===== config.mk =====
export PLATFORM = sky130hd
export DESIGN_NAME = conv_kxk_mac_seq
export DESIGN_NICKNAME = d
export VERILOG_FILES = /design/src/rtl/conv_pkg.sv /design/src/rtl/conv_mac_lane.sv /design/src/rtl/conv_kxk_mac_seq.sv
export SDC_FILE = /design/constraint.sdc
export NUM_CORES = 1
export LEC_CHECK = 0
export ABC_AREA = 1
export ABC_CLOCK_PERIOD_IN_PS = 16500
export BUFFER_PORTS_ARGS = -buffer_cell sky130_fd_sc_hd__buf_2
export CAP_MARGIN = 20
export CORE_MARGIN = 2
export CORE_UTILIZATION = 50
export CTS_CLUSTER_SIZE = 40
export DETAILED_ROUTE_END_ITERATION = 8
export HOLD_SLACK_MARGIN = 0.05
export PLACE_DENSITY = 0.72
export SYNTH_ARGS = -nofsm -noshare
export SYNTH_HDL_FRONTEND = slang
export SYNTH_SLANG_ARGS = --single-unit

===== constraint.sdc =====
create_clock -name clk -period 16.5 [get_ports clk]
set_clock_uncertainty 0.1 [all_clocks]
set_input_delay 0 -clock clk [delete_from_list [all_inputs] [get_ports clk]]
set_output_delay 0 -clock clk [all_outputs]
set_load 0.02 [all_outputs]

===== src/rtl/conv_pkg.sv =====
// Shared definitions for the KxK sequential MAC convolution block.
//   state_t : FSM states (IDLE, CALC, DONE)
//   clog2   : ceiling log2 of an unsigned value (clog2(1) = 0)
//   acc_w   : accumulator width that cannot overflow for TAPS products
//   ngrp    : number of LANES-wide groups needed to cover TAPS taps
package conv_pkg;

  typedef enum logic [1:0] {
    IDLE,
    CALC,
    DONE
  } state_t;

  function automatic int unsigned clog2(input int unsigned v);
    int unsigned r;
    r = 0;
    for (int unsigned i = 0; i < 32; i++) begin
      if ((32'd1 << i) < v) r = i + 1;
    end
    return r;
  endfunction

  function automatic int unsigned acc_w(input int unsigned dw, input int unsigned taps);
    return 2 * dw + clog2(taps);
  endfunction

  function automatic int unsigned ngrp(input int unsigned taps, input int unsigned lanes);
    return (taps + lanes - 1) / lanes;
  endfunction

endpackage


===== src/rtl/conv_mac_lane.sv =====
// One DATA_W x DATA_W multiplier lane.
//   i_a, i_b : operands (two's complement when SIGNED != 0)
//   o_prod   : full-width 2*DATA_W product
module conv_mac_lane #(
  parameter int unsigned DATA_W = 6,
  parameter int unsigned SIGNED = 0
) (
  input  logic [DATA_W-1:0]   i_a,
  input  logic [DATA_W-1:0]   i_b,
  output logic [2*DATA_W-1:0] o_prod
);

  localparam int unsigned PW = 2 * DATA_W;

  if (SIGNED != 0) begin : g_signed
    logic signed [PW-1:0] w_sa;
    logic signed [PW-1:0] w_sb;
    assign w_sa   = PW'($signed(i_a));
    assign w_sb   = PW'($signed(i_b));
    assign o_prod = PW'(w_sa * w_sb);
  end else begin : g_unsigned
    logic [PW-1:0] w_ua;
    logic [PW-1:0] w_ub;
    assign w_ua   = PW'(i_a);
    assign w_ub   = PW'(i_b);
    assign o_prod = PW'(w_ua * w_ub);
  end

endmodule


===== src/rtl/conv_kxk_mac_seq.sv =====
// Sequential KxK window dot product: LANES taps are multiplied and
// accumulated per cycle over NGRP cycles.
//   clk, rst             : clock, synchronous active-high reset
//   in_data, kernel      : packed window / weights, tap i at [i*DATA_W +: DATA_W]
//   in_valid / in_ready  : input handshake (ready only in IDLE, low in reset)
//   out_data             : sum of all TAPS products, ACC_W bits
//   out_valid / out_ready: output handshake, result held until consumed
module conv_kxk_mac_seq
  import conv_pkg::*;
#(
  parameter int unsigned DATA_W = 6,
  parameter int unsigned K      = 5,
  parameter int unsigned LANES  = 5,
  parameter int unsigned SIGNED = 0
) (
  input  logic                                clk,
  input  logic                                rst,
  input  logic [K*K*DATA_W-1:0]               in_data,
  input  logic [K*K*DATA_W-1:0]               kernel,
  input  logic                                in_valid,
  output logic                                in_ready,
  output logic [acc_w(DATA_W, K*K)-1:0]       out_data,
  output logic                                out_valid,
  input  logic                                out_ready
);

  localparam int unsigned TAPS  = K * K;
  localparam int unsigned NGRP  = ngrp(TAPS, LANES);
  localparam int unsigned ACC_W = acc_w(DATA_W, TAPS);
  localparam int unsigned PW    = 2 * DATA_W;
  localparam int unsigned GRP_W = (NGRP > 1) ? clog2(NGRP) : 1;
  // Mux depth is rounded up to a power of two so r_grp indexes it exactly;
  // the extra slots (and taps >= TAPS) are tied to zero.
  localparam int unsigned NSLOT = 1 << GRP_W;

  state_t                 r_state;
  state_t                 w_next;
  logic [TAPS*DATA_W-1:0] r_data;
  logic [TAPS*DATA_W-1:0] r_kern;
  logic [ACC_W-1:0]       r_acc;
  logic [ACC_W-1:0]       w_sum;
  logic [GRP_W-1:0]       r_grp;
  logic                   w_accept;
  logic                   w_last;

  logic [DATA_W-1:0] w_sel_d [LANES][NSLOT];
  logic [DATA_W-1:0] w_sel_k [LANES][NSLOT];
  logic [DATA_W-1:0] w_a     [LANES];
  logic [DATA_W-1:0] w_b     [LANES];
  logic [PW-1:0]     w_prod  [LANES];

  for (genvar l = 0; l < LANES; l++) begin : g_lane
    for (genvar s = 0; s < NSLOT; s++) begin : g_slot
      if (s * LANES + l < TAPS) begin : g_tap
        assign w_sel_d[l][s] = r_data[(s*LANES+l)*DATA_W +: DATA_W];
        assign w_sel_k[l][s] = r_kern[(s*LANES+l)*DATA_W +: DATA_W];
      end else begin : g_pad
        assign w_sel_d[l][s] = '0;
        assign w_sel_k[l][s] = '0;
      end
    end
    assign w_a[l] = w_sel_d[l][r_grp];
    assign w_b[l] = w_sel_k[l][r_grp];

    conv_mac_lane #(
      .DATA_W(DATA_W),
      .SIGNED(SIGNED)
    ) u_lane (
      .i_a   (w_a[l]),
      .i_b   (w_b[l]),
      .o_prod(w_prod[l])
    );
  end

  // Lane products are extended to ACC_W according to operand signedness
  // and summed; synthesis balances this into an adder tree.
  always_comb begin
    w_sum = '0;
    for (int unsigned l = 0; l < LANES; l++) begin
      if (SIGNED != 0) w_sum = w_sum + ACC_W'($signed(w_prod[l]));
      else             w_sum = w_sum + ACC_W'(w_prod[l]);
    end
  end

  assign w_accept = (r_state == IDLE) && in_valid;
  assign w_last   = (r_grp == GRP_W'(NGRP - 1));
  assign out_data = r_acc;

  always_ff @(posedge clk) begin
    if (rst) r_state <= IDLE;
    else     r_state <= w_next;
  end

  always_comb begin
    w_next    = r_state;
    in_ready  = 1'b0;
    out_valid = 1'b0;
    case (r_state)
      IDLE: begin
        in_ready = ~rst;
        if (in_valid) w_next = CALC;
      end
      CALC: begin
        if (w_last) w_next = DONE;
      end
      DONE: begin
        out_valid = 1'b1;
        if (out_ready) w_next = IDLE;
      end
      default: w_next = IDLE;
    endcase
  end

  always_ff @(posedge clk) begin
    if (rst) begin
      r_acc <= '0;
      r_grp <= '0;
    end else if (w_accept) begin
      r_data <= in_data;
      r_kern <= kernel;
      r_acc  <= '0;
      r_grp  <= '0;
    end else if (r_state == CALC) begin
      r_acc <= r_acc + w_sum;
      r_grp <= r_grp + 1'b1;
    end
  end

endmodule


== Yosys cells after proc, flatten, opt, wreduce, memory -nomap -nowiden ==
Index checks and enable logic that the tools add are counted.
Word-level totals
  register bits after elaboration: 322
  bits in latches: 0
  RAM bits: 0
  memory bits (read-only): 0
  output and inout port bits: 19
  word-level logic and storage cells: 66
  memories: 0
Cells by class
  add/subtract/negate cells: 6
  multiply operators: 5
  divide/modulo/power cells: 0
  order comparisons: 1
  eq/ne operators: 6
  shift operators: 0
  mux-type cells: 36
  bitwise gates (word level): 2
  reductions and logical operators: 5
Operators by type and width (count)
  binary-select mux 6 bit (select 3 bit): 10
  two-way mux 6 bit: 20
  multiplier 6 x 6 -> 12 bit: 5
  adder 17 x 16 -> 17 bit: 1
  adder 15 x 12 -> 16 bit: 1
  adder 14 x 12 -> 15 bit: 1
  adder 13 x 12 -> 14 bit: 1
  adder 12 x 12 -> 13 bit: 1
  two-way mux 2 bit: 3
  inequality test 2 bit, second input constant: 3
  case mux 2 bit (3 select lines): 1
  >= comparator 4 bit, second input constant: 1
  inverter 3 -> 4 bit: 1
  adder 3 x 1 -> 3 bit, second input constant: 1
  equality test 3 bit, second input constant: 1
  AND reduction 3 bit: 1
  equality test 2 x 1 -> 1 bit, second input constant: 1
  equality test 2 bit, second input constant: 1
  zero test 2 bit: 1
  two-way mux 1 bit: 2
  AND reduction 2 bit: 1
  OR reduction 2 bit: 1
  logical AND 1 bit: 1
  inverter 1 bit: 1

== Logic depth before layout (Yosys ltp) ==
Gate-level depths: netlist of the first run.
  depth in word-level cells: 10
  depth in mapped cells: 37
  depth with buffers taken out: 34

== By module ==
Synthesis of the first run repeated with hierarchy kept, for this count alone.
Second synthesis, totals
  cells, all modules: 2145
  area, all modules: 20551.0 µm²
Modules (own cells, without submodules)
  conv_kxk_mac_seq: times used 1, cells each 1210, area each 14567.7 µm²
  conv_mac_lane at g_lane[0].u_lane ...: times used 4, cells each 187, area each 1197.4 µm²
  conv_mac_lane at g_lane[4].u_lane: times used 1, cells each 187, area each 1193.6 µm²

== Worst setup path before layout of the first run ==
No wires, ideal clock.
  path kind: flip-flop to flip-flop
  from: register r_state[1]
  to: register r_data[0] (enable)
  setup time: 966 ps
  arrival: 12901 ps
  slack: 2533 ps
  cell stages (with the launch flop): 4
  buffers on the path: 0
  path through: dfxtp_1 > nor2_1 > nand2_1 > nor2_1
On the way
  longest elaborated chain between the ends: 3
RTL lines
  start, declared: line conv_kxk_mac_seq.sv:36  | state_t r_state;
  start signal, assigned: line conv_kxk_mac_seq.sv:91  | else r_state <= w_next;
  zero test 2 bit: line conv_kxk_mac_seq.sv:85  | assign w_accept = (r_state == IDLE) && in_valid;
  logical AND 1 bit: line conv_kxk_mac_seq.sv:85
  AND reduction 2 bit (no line)
  end signal, assigned: line conv_kxk_mac_seq.sv:119  | r_data <= in_data;
  end, declared: line conv_kxk_mac_seq.sv:38  | logic [TAPS*DATA_W-1:0] r_data;
Every way passes these cells.
A chain may end at the register's enable or synchronous reset.

== Worst setup path in the final report of the first run ==
  from: register r_grp[0]
  to: register r_acc[12] (netlist: out_data[12])
On the way
  longest elaborated chain between the ends: 10
RTL lines
  start, declared: line conv_kxk_mac_seq.sv:42  | logic [GRP_W-1:0] r_grp;
  start signal, assigned: line conv_kxk_mac_seq.sv:125  | r_grp <= r_grp + 1'b1;
  inverter 3 -> 4 bit (not written as such) (*): line conv_kxk_mac_seq.sv:62, conv_kxk_mac_seq.sv:63
  binary-select mux 6 bit (select 3 bit) (on tied branches): line conv_kxk_mac_seq.sv:62, conv_kxk_mac_seq.sv:63
  two-way mux 6 bit (on tied branches) (2 in a row): line conv_kxk_mac_seq.sv:62, conv_kxk_mac_seq.sv:63
  multiplier 6 x 6 -> 12 bit: line conv_mac_lane.sv:26  | assign o_prod = PW'(w_ua * w_ub);
  adder 12 x 12 -> 13 bit: line conv_kxk_mac_seq.sv:81  | else w_sum = w_sum + ACC_W'(w_prod[l]);
  adder 13 x 12 -> 14 bit: line conv_kxk_mac_seq.sv:81
  adder 14 x 12 -> 15 bit: line conv_kxk_mac_seq.sv:81
  adder 15 x 12 -> 16 bit (*): line conv_kxk_mac_seq.sv:81
  adder 17 x 16 -> 17 bit (*): line conv_kxk_mac_seq.sv:124  | r_acc <= r_acc + w_sum;
  end signal, assigned: line conv_kxk_mac_seq.sv:124
  end, declared: line conv_kxk_mac_seq.sv:40  | logic [ACC_W-1:0] r_acc;
Mark *: on every way between the ends. The rest lies on a longest branch, timed or not. The select of a mux whose other input is x is not followed.

==> results.cfg, run 1 <==
[sta]
holdWs_ns = 0.0568
setup-violations-final = 0
min_period_ns = 8.34
maxSlewViolCount = 0
fin_crit_sh_pct = 50.5
slew_headroom_pct = 31.2
finalHoldViolCount = 0
tightest_slew_ns = 1.03
fmax_mhz = 120
rsz0062_at_grt = no
setup_ws_ns = 8.16
tns_ns = 0

[placed_design]
numPortBuffers = 322
placed_area_mm2 = 0.0219
place_ws_ns = 8.20
hpwl_mm = 39.2
gp_congestion = 0.991

[clocking]
cts_tree = built
clock_sinks = 322
clockBufferDepth = 3
clock-root-buffer = clkbuf_16
cts_setup_buffers = 0
clk_pin_slew_ns = 0.06
cts_made_buffers = 35
cts_resized = 0
clkLatencyLatePin_ns = 0.56
htree_num_levels = 2

[synth]
synth_compound_area_share_pct = 3.29
postSynthCellCount = 1950
synth_cell_types = 29
yosysTopAreaCellShare_pct = 45.2
synth-simple-area-share_pct = 15.8
synthArstFlopShare_pct = 0
synth.area.mux_share_pct = 0
yosysSeqAreaShare_pct = 47.4
synth_top_family_by_area = adder cells
synth_nets = 2519
synth_edf_count = 300
yosysWarningCount = 0
syn-cell-area_mm2 = 0.0199
yosys.area_share.adder_pct = 22.9
synthXorXnorAreaFrac_pct = 0.264
synth.avg_cell_area_um2 = 10.2
ys_seq_elements = 322
synthFlopType = edfxtp_1
synthTopCellsByArea = edfxtp_1 (45%), fa_1 (17%), nand2_1 (9.8%)
synth_top_area_cell = edfxtp_1

[grt]
track_usage_pct = 31.9
antenna_found_initial = 11
grt_pass1_wl_mm = 99.8
grt_pass1_vias = 18400
grt_max_degree = 82
overflow = 0

[routing]
ant_nets = 0
vias_per_cell = 5.19
drcViolationCount = 0
routed_wl_mm = 64.8
routedWlPerCell_um = 19.8
drt-pass1-iter-count = 7
vias = 17000
drt_iter0_drc = 1451

[run]
drv_cap = 0

[critical_path]
r2r-start = r_grp[0]
cpMostUsedCell = fa_1
cp.depth = 29
r2r_cells = 29
crit_path_max_incr_delay_ns = 0.74
crit_fanout = 59
crit_path_end = out_data[12]
cp.required_ns = 16.86
arrival_ns = 8.70
cp_top_family = adder cells
startpoint = r_grp[0]
critPathCaptureType = flip-flop
criticalPathCategory = flip-flop to flip-flop
start_kind = flip-flop
timing.rr.end = out_data[12]
rrSetupSlack_ns = 8.16
cp_num_buf_inv = 9
cpMaxStageDelayCell = buf_4

[worst_hold_path]
hold_class = primary input to flip-flop

[final_layout]
drive_above_1_share_pct = 16.4
fin_nets = 3285
final_design_area_no_fill_mm2 = 0.0276
syn_to_final_growth_pct = 38.5

[outcome]
outcome = finished, final reports clean

[floorplanning]
fp.dieH_um = 204
dieArea_mm2 = 0.0415
initial_core_util_pct = 50.4
fp-row-count = 73
core_mm2 = 0.0395
ios = 323
die_w_um = 204
==> Yosys cell counts (4+ instances only) <==
library cell,count
clkbuf_1,7
a21oi_1,17
buf_2,30
fa_1,166
o21ai_2,60
dfxtp_1,22
edfxtp_1,300
nand2_1,518
inv_1,451
nor2_1,33
nand3_1,202
ha_1,99
nand4_1,4
buf_6,11
o21ai_0,6
buf_1,5
xor2_1,5
==> area by class of cell <==
class	instances	area (µm²)
tap	525	657
inverter	454	1710
fill	2707	12000
clock buffer	45	913
timing repair buffer	786	6230
sequential	322	9450
multi-input combinational	1117	8420
antenna	11	27.5
clock inverter	17	183
==> state kept, by name, summed over array words and instances, names as in the netlist <==
signal	flops
out_data	17
r_data	150
r_state	2
r_kern	150
r_grp	3
==> worst min path at each step <==
stage / start / to / slack, ns / depth (start not counted)
floorplan: rst / r_state[0] / -0.03 / 1
global placement: in_data[94] / r_data[94] / 0.08 / 1
detailed placement: kernel[5] / r_kern[5] / 0.08 / 1
CTS: in_data[76] / r_data[76] / 0.05 / 2
global route: kernel[143] / r_kern[143] / 0.06 / 2
finish: kernel[97] / r_kern[97] / 0.06 / 2
==> per-stage QoR <==
step | cells | util (%)
final | 3277 | 69.8
after global routing | 3277 | 69.8
after CTS | 3266 | 69.7
after detailed placement | 2750 | 55.4
after global placement | 2750 | 55.4
after floorplan | 1950 | -
==> routing by layer <==
metal | global-route usage (%) | vias to the layer above | share of wire [%]
li1 | - | 7619 | -
met1 | 37.0 | 8144 | 36
met2 | 56.0 | 1001 | 51
met3 | 6.01 | 245 | 7.7
met4 | 17.4 | 0 | 5.6
met5 | 0 | - | 0
==> placed cells by master (no fill, tap or decap), drive strengths merged, types with 2 or more instances in the layout <==
cell         count
ha              99
nand3          203
diode           11
dfxtp           22
o21ai           66
a21oi           17
xor2             5
fa             166
nand2          518
edfxtp         300
buf            332
dlygate4sd3    454
clkinv          13
inv            455
nor2            34
bufinv           2
clkbuf          45
nand4            4
==> logic make-up after synthesis <==
| logic type | Yosys count |
|---|---|
| AO/OA/AOI/OAI | 85 |
| flip-flops | 322 |
| XOR/XNOR | 6 |
| buffers and inverters | 511 |
| adder cells (fa/ha/maj) | 265 |
| AND/OR/NAND/NOR | 761 |
==> what timing repair did <==
| item | CTS | global route |
|---|---|---|
| setup endpoints to repair | 0 | 0 |
| hold buffers | 454 | 0 |
| hold endpoints to repair | 332 | 0 |
Power of run 1 is left out: the tool's default activity adds up to more than one toggle a clock period on the data nets, which glitch-free logic cannot reach.
==> inputs of run 2 (changes only) <==
--- a/config.mk
+++ b/config.mk
@@ -5,8 +5,8 @@
 export SDC_FILE = /design/constraint.sdc
 export NUM_CORES = 1
 export LEC_CHECK = 0
-export ABC_AREA = 1
-export ABC_CLOCK_PERIOD_IN_PS = 16500
+export ABC_AREA = 0
+export ABC_CLOCK_PERIOD_IN_PS = 8300
 export BUFFER_PORTS_ARGS = -buffer_cell sky130_fd_sc_hd__buf_2
 export CAP_MARGIN = 20
 export CORE_MARGIN = 2
==> constraint.sdc (replaced) <==
create_clock -name clk -period 8.3 [get_ports clk]
set_clock_uncertainty 0.1 [all_clocks]
set_input_delay 0 -clock clk [delete_from_list [all_inputs] [get_ports clk]]
set_output_delay 0 -clock clk [all_outputs]
set_load 0.02 [all_outputs]
==> run 2 against run 1 <==
Against the previous run: the run now fails in clock tree synthesis; synthesized cell count down 29%; synthesized area down 5.5%.
==> results.cfg, run 2 <==
[clocking]
cts_setup_buffers = 0
clockBufferDepth = 3
cts_made_buffers = 36
cts_resized = 0
clock_sinks = 322
hold_buffers = 458
clock-root-buffer = clkbuf_16
htree_num_levels = 2

[synth]
synthTopCellsByArea = edfxtp_1 (48%), fa_1 (18%), ha_1 (6.6%)
postSynthCellCount = 1391
synth_most_common_cell = edfxtp_1
synth_nets = 1960
synthFlopType = edfxtp_1
yosysTopAreaCellShare_pct = 47.8
yosysSeqAreaShare_pct = 50.2
ys_seq_elements = 322
synth_cell_types = 50
synth_top_area_cell = edfxtp_1
synthTopCellsByCount = edfxtp_1 (300), inv_1 (242), fa_1 (166), nor2_1 (116), ha_1 (99)
syn-cell-area_mm2 = 0.0188
synthArstFlopShare_pct = 0
yosysWarningCount = 0
synth.avg_cell_area_um2 = 13.5
synth_edf_count = 300

[outcome]
error = [ERROR RSZ-0060] Max buffer count reached.
haltStage = clock tree synthesis
outcome = stopped before the end

[floorplanning]
fp-row-count = 71
initial_core_util_pct = 50.4
fp.dieH_um = 198
ios = 323
die_w_um = 198

[placed_design]
numPortBuffers = 322
placed_area_mm2 = 0.0212
gp_congestion = 0.927
hpwl_mm = 35.3
## run 2: cells by family after synthesis
group | after synthesis | share of synthesized area (%)
AO/OA/AOI/OAI | 150 | 5.39
XOR/XNOR | 6 | 0.279
adder cells (fa/ha/maj) | 265 | 24.2
buffers and inverters | 282 | 5.86
flip-flops | 322 | 50.2
multiplexers | 79 | 7.23
AND/OR/NAND/NOR | 287 | 6.85
## run 2: through the flow
step | std cells | setup slack (ns) | hold slack, ns
3_5_place_dp | 2218 | 0.205 | 0.0781
3_3_place_gp | 2218 | 0.346 | 0.0761
2_1_floorplan | 1391 | 0.966 | -0.0276
==> inputs of run 3 (changes only) <==
--- a/config.mk
+++ b/config.mk
@@ -10,11 +10,9 @@
 export BUFFER_PORTS_ARGS = -buffer_cell sky130_fd_sc_hd__buf_2
 export CAP_MARGIN = 20
 export CORE_MARGIN = 2
-export CORE_UTILIZATION = 50
-export CTS_CLUSTER_SIZE = 40
+export CORE_UTILIZATION = 35
 export DETAILED_ROUTE_END_ITERATION = 8
-export HOLD_SLACK_MARGIN = 0.05
-export PLACE_DENSITY = 0.72
+export PLACE_DENSITY_LB_ADDON = 0.15
 export SYNTH_ARGS = -nofsm -noshare
 export SYNTH_HDL_FRONTEND = slang
 export SYNTH_SLANG_ARGS = --single-unit
==> run 3 against run 2 <==
Against the previous run: the run now ends clean; synthesized area unchanged; synthesized cell count unchanged.
==> results.cfg, run 3 <==
[floorplanning]
initial_core_util_pct = 35.2
fp.dieH_um = 236
core_mm2 = 0.0535
die_w_um = 236
dieArea_mm2 = 0.0557
fp-row-count = 85
ios = 323

[outcome]
outcome = finished, final reports clean

[grt]
track_usage_pct = 19.9
overflow = 0
grt_pass1_vias = 14600
grt_pass1_wl_mm = 83.7
antenna_found_initial = 4
grt_max_degree = 169

[sta]
setup-violations-final = 0
tightest_slew_ns = 1.16
fmax_mhz = 128
finalHoldViolCount = 0
tns_ns = 0
setup_ws_ns = 0.488
rsz0062_at_grt = no
fin_crit_sh_pct = 94.1
maxSlewViolCount = 0
min_period_ns = 7.81
slew_headroom_pct = 22.9

[synth]
synthArstFlopShare_pct = 0
yosysSeqAreaShare_pct = 50.2
synth_top_area_cell = edfxtp_1
synth_cell_types = 50
yosysTopAreaCellShare_pct = 47.8
syn-cell-area_mm2 = 0.0188
synthFlopType = edfxtp_1
synth.avg_cell_area_um2 = 13.5
synth_nets = 1960
synth_most_common_cell = edfxtp_1
postSynthCellCount = 1391
synth_edf_count = 300
synthTopCellsByArea = edfxtp_1 (48%), fa_1 (18%), ha_1 (6.6%)
ys_seq_elements = 322
yosysWarningCount = 0
synthTopCellsByCount = edfxtp_1 (300), inv_1 (242), fa_1 (166), nor2_1 (116), ha_1 (99)

[final_layout]
drive_above_1_share_pct = 23.5
fin_nets = 2618
num-fill-cells = 4703
multiInputGateArea_mm2 = 0.00829
register_area_mm2 = 0.00946
final_design_area_no_fill_mm2 = 0.0258
syn_to_final_growth_pct = 36.8
final_common_cell = buf_2
mostFrequentLayoutCells = buf_2 (322), dlygate4sd3_1 (303), edfxtp_1 (300)

[routing]
ant_nets = 0
drt_iter0_drc = 652
routed_wl_mm = 53.8
vias_per_cell = 4.61
routedWlPerCell_um = 19.4
vias = 12800
drcViolationCount = 0
drt-pass1-iter-count = 5

[critical_path]
r2r-start = r_grp[1]
r2r_cells = 21
start_kind = flip-flop
crit_path_max_incr_delay_ns = 0.60
critPathCaptureType = flip-flop
criticalPathCategory = flip-flop to flip-flop
cp_num_buf_inv = 3
rrSetupSlack_ns = 0.49
cpMostUsedCell = fa_1
cpMaxStageDelayCell = fa_1
cp_top_family = adder cells
timing.rr.end = out_data[16]
arrival_ns = 8.19
startpoint = r_grp[1]
cp.required_ns = 8.68
cp.depth = 21
crit_path_end = out_data[16]
crit_chain = buf_4 > mux4_2 > a22oi_1 > nor2_1 > fa_1 > inv_1 > fa_1 > fa_1 > fa_1 > fa_1 > fa_1 > fa_1 > fa_1 > inv_1 > ha_1 > o211ai_1 > a21o_1 > a31oi_1 > o21ai_1 > mux2i_1 > mux2i_1
crit_fanout = 20

[clocking]
cts_setup_buffers = 0
htree_num_levels = 2
cts_tree = built
clock-root-buffer = clkbuf_16
clockBufferDepth = 3
clk_pin_slew_ns = 0.06
cts_made_buffers = 38
clock_sinks = 322
clkLatencyLatePin_ns = 0.57

[placed_design]
placed_area_mm2 = 0.0215
hpwl_mm = 39.8
place_ws_ns = 0.438
numPortBuffers = 322
gp_congestion = 0.872

[worst_hold_path]
hold_class = primary input to flip-flop

[run]
drv_cap = 0
[run 3: cell families (layout without fill, tap and decap cells)]
logic type	Yosys count	after routing	synth area share (%)
muxes	79	79	7.23
buffers and inverters	282	970	5.86
AOI/OAI and AO/OA	150	150	5.39
adders and majority gates	265	265	24.2
other	0	4	0
and+or+nand+nor	287	287	6.85
xor gates and xnor gates	6	6	0.279
DFF	322	322	50.2
[run 3: worst min path at each step]
stage,slack (ns),startpoint,depth (start not counted),endpoint
final,0.04,in_data[117],2,r_data[117]
after CTS,0.003,kernel[82],2,r_kern[82]
after detailed placement,0.08,in_data[104],1,r_data[104]
after global routing,0.02,in_data[0],2,r_data[0]
after global placement,0.08,in_data[85],1,r_data[85]
after floorplan,-0.03,rst,1,r_state[1]
[run 3: area by class of cell]
cell class | instances | share of cell area, %
inverter | 243 | 3.54
sequential | 322 | 36.7
antenna | 4 | 0.0388
multi-input combinational | 787 | 32.2
timing repair buffer | 657 | 19.3
clock buffer | 47 | 3.82
clock inverter | 23 | 1.07
tap | 696 | 3.38
[run 3: per-stage QoR]
stage               hold WS (ns)  utilization [%]  instances
finish                    0.0395             48.2       2779
global route              0.0188             48.2       2779
CTS                      0.00312             48.1       2775
detailed placement        0.0781             40.1       2402
global placement          0.0759             40.1       2402
floorplan                -0.0276                -       1391
[run 3: repair_timing]
item	CTS	global route
gates resized for setup	0	1
hold buffers	303	0
setup endpoints to repair	0	1
endpoints found under the hold margin	307	0
[run 3: layer usage]
metal / vias up / wire, µm / global-route usage (%)
li1: 6072 / - / -
met1: 6344 / 22700 / 25.1
met2: 295 / 27500 / 35.2
met3: 89 / 2110 / 3.16
met4: 0 / 1500 / 6.25
met5: - / 0 / 0
Power of run 3 is left out for the same reason.
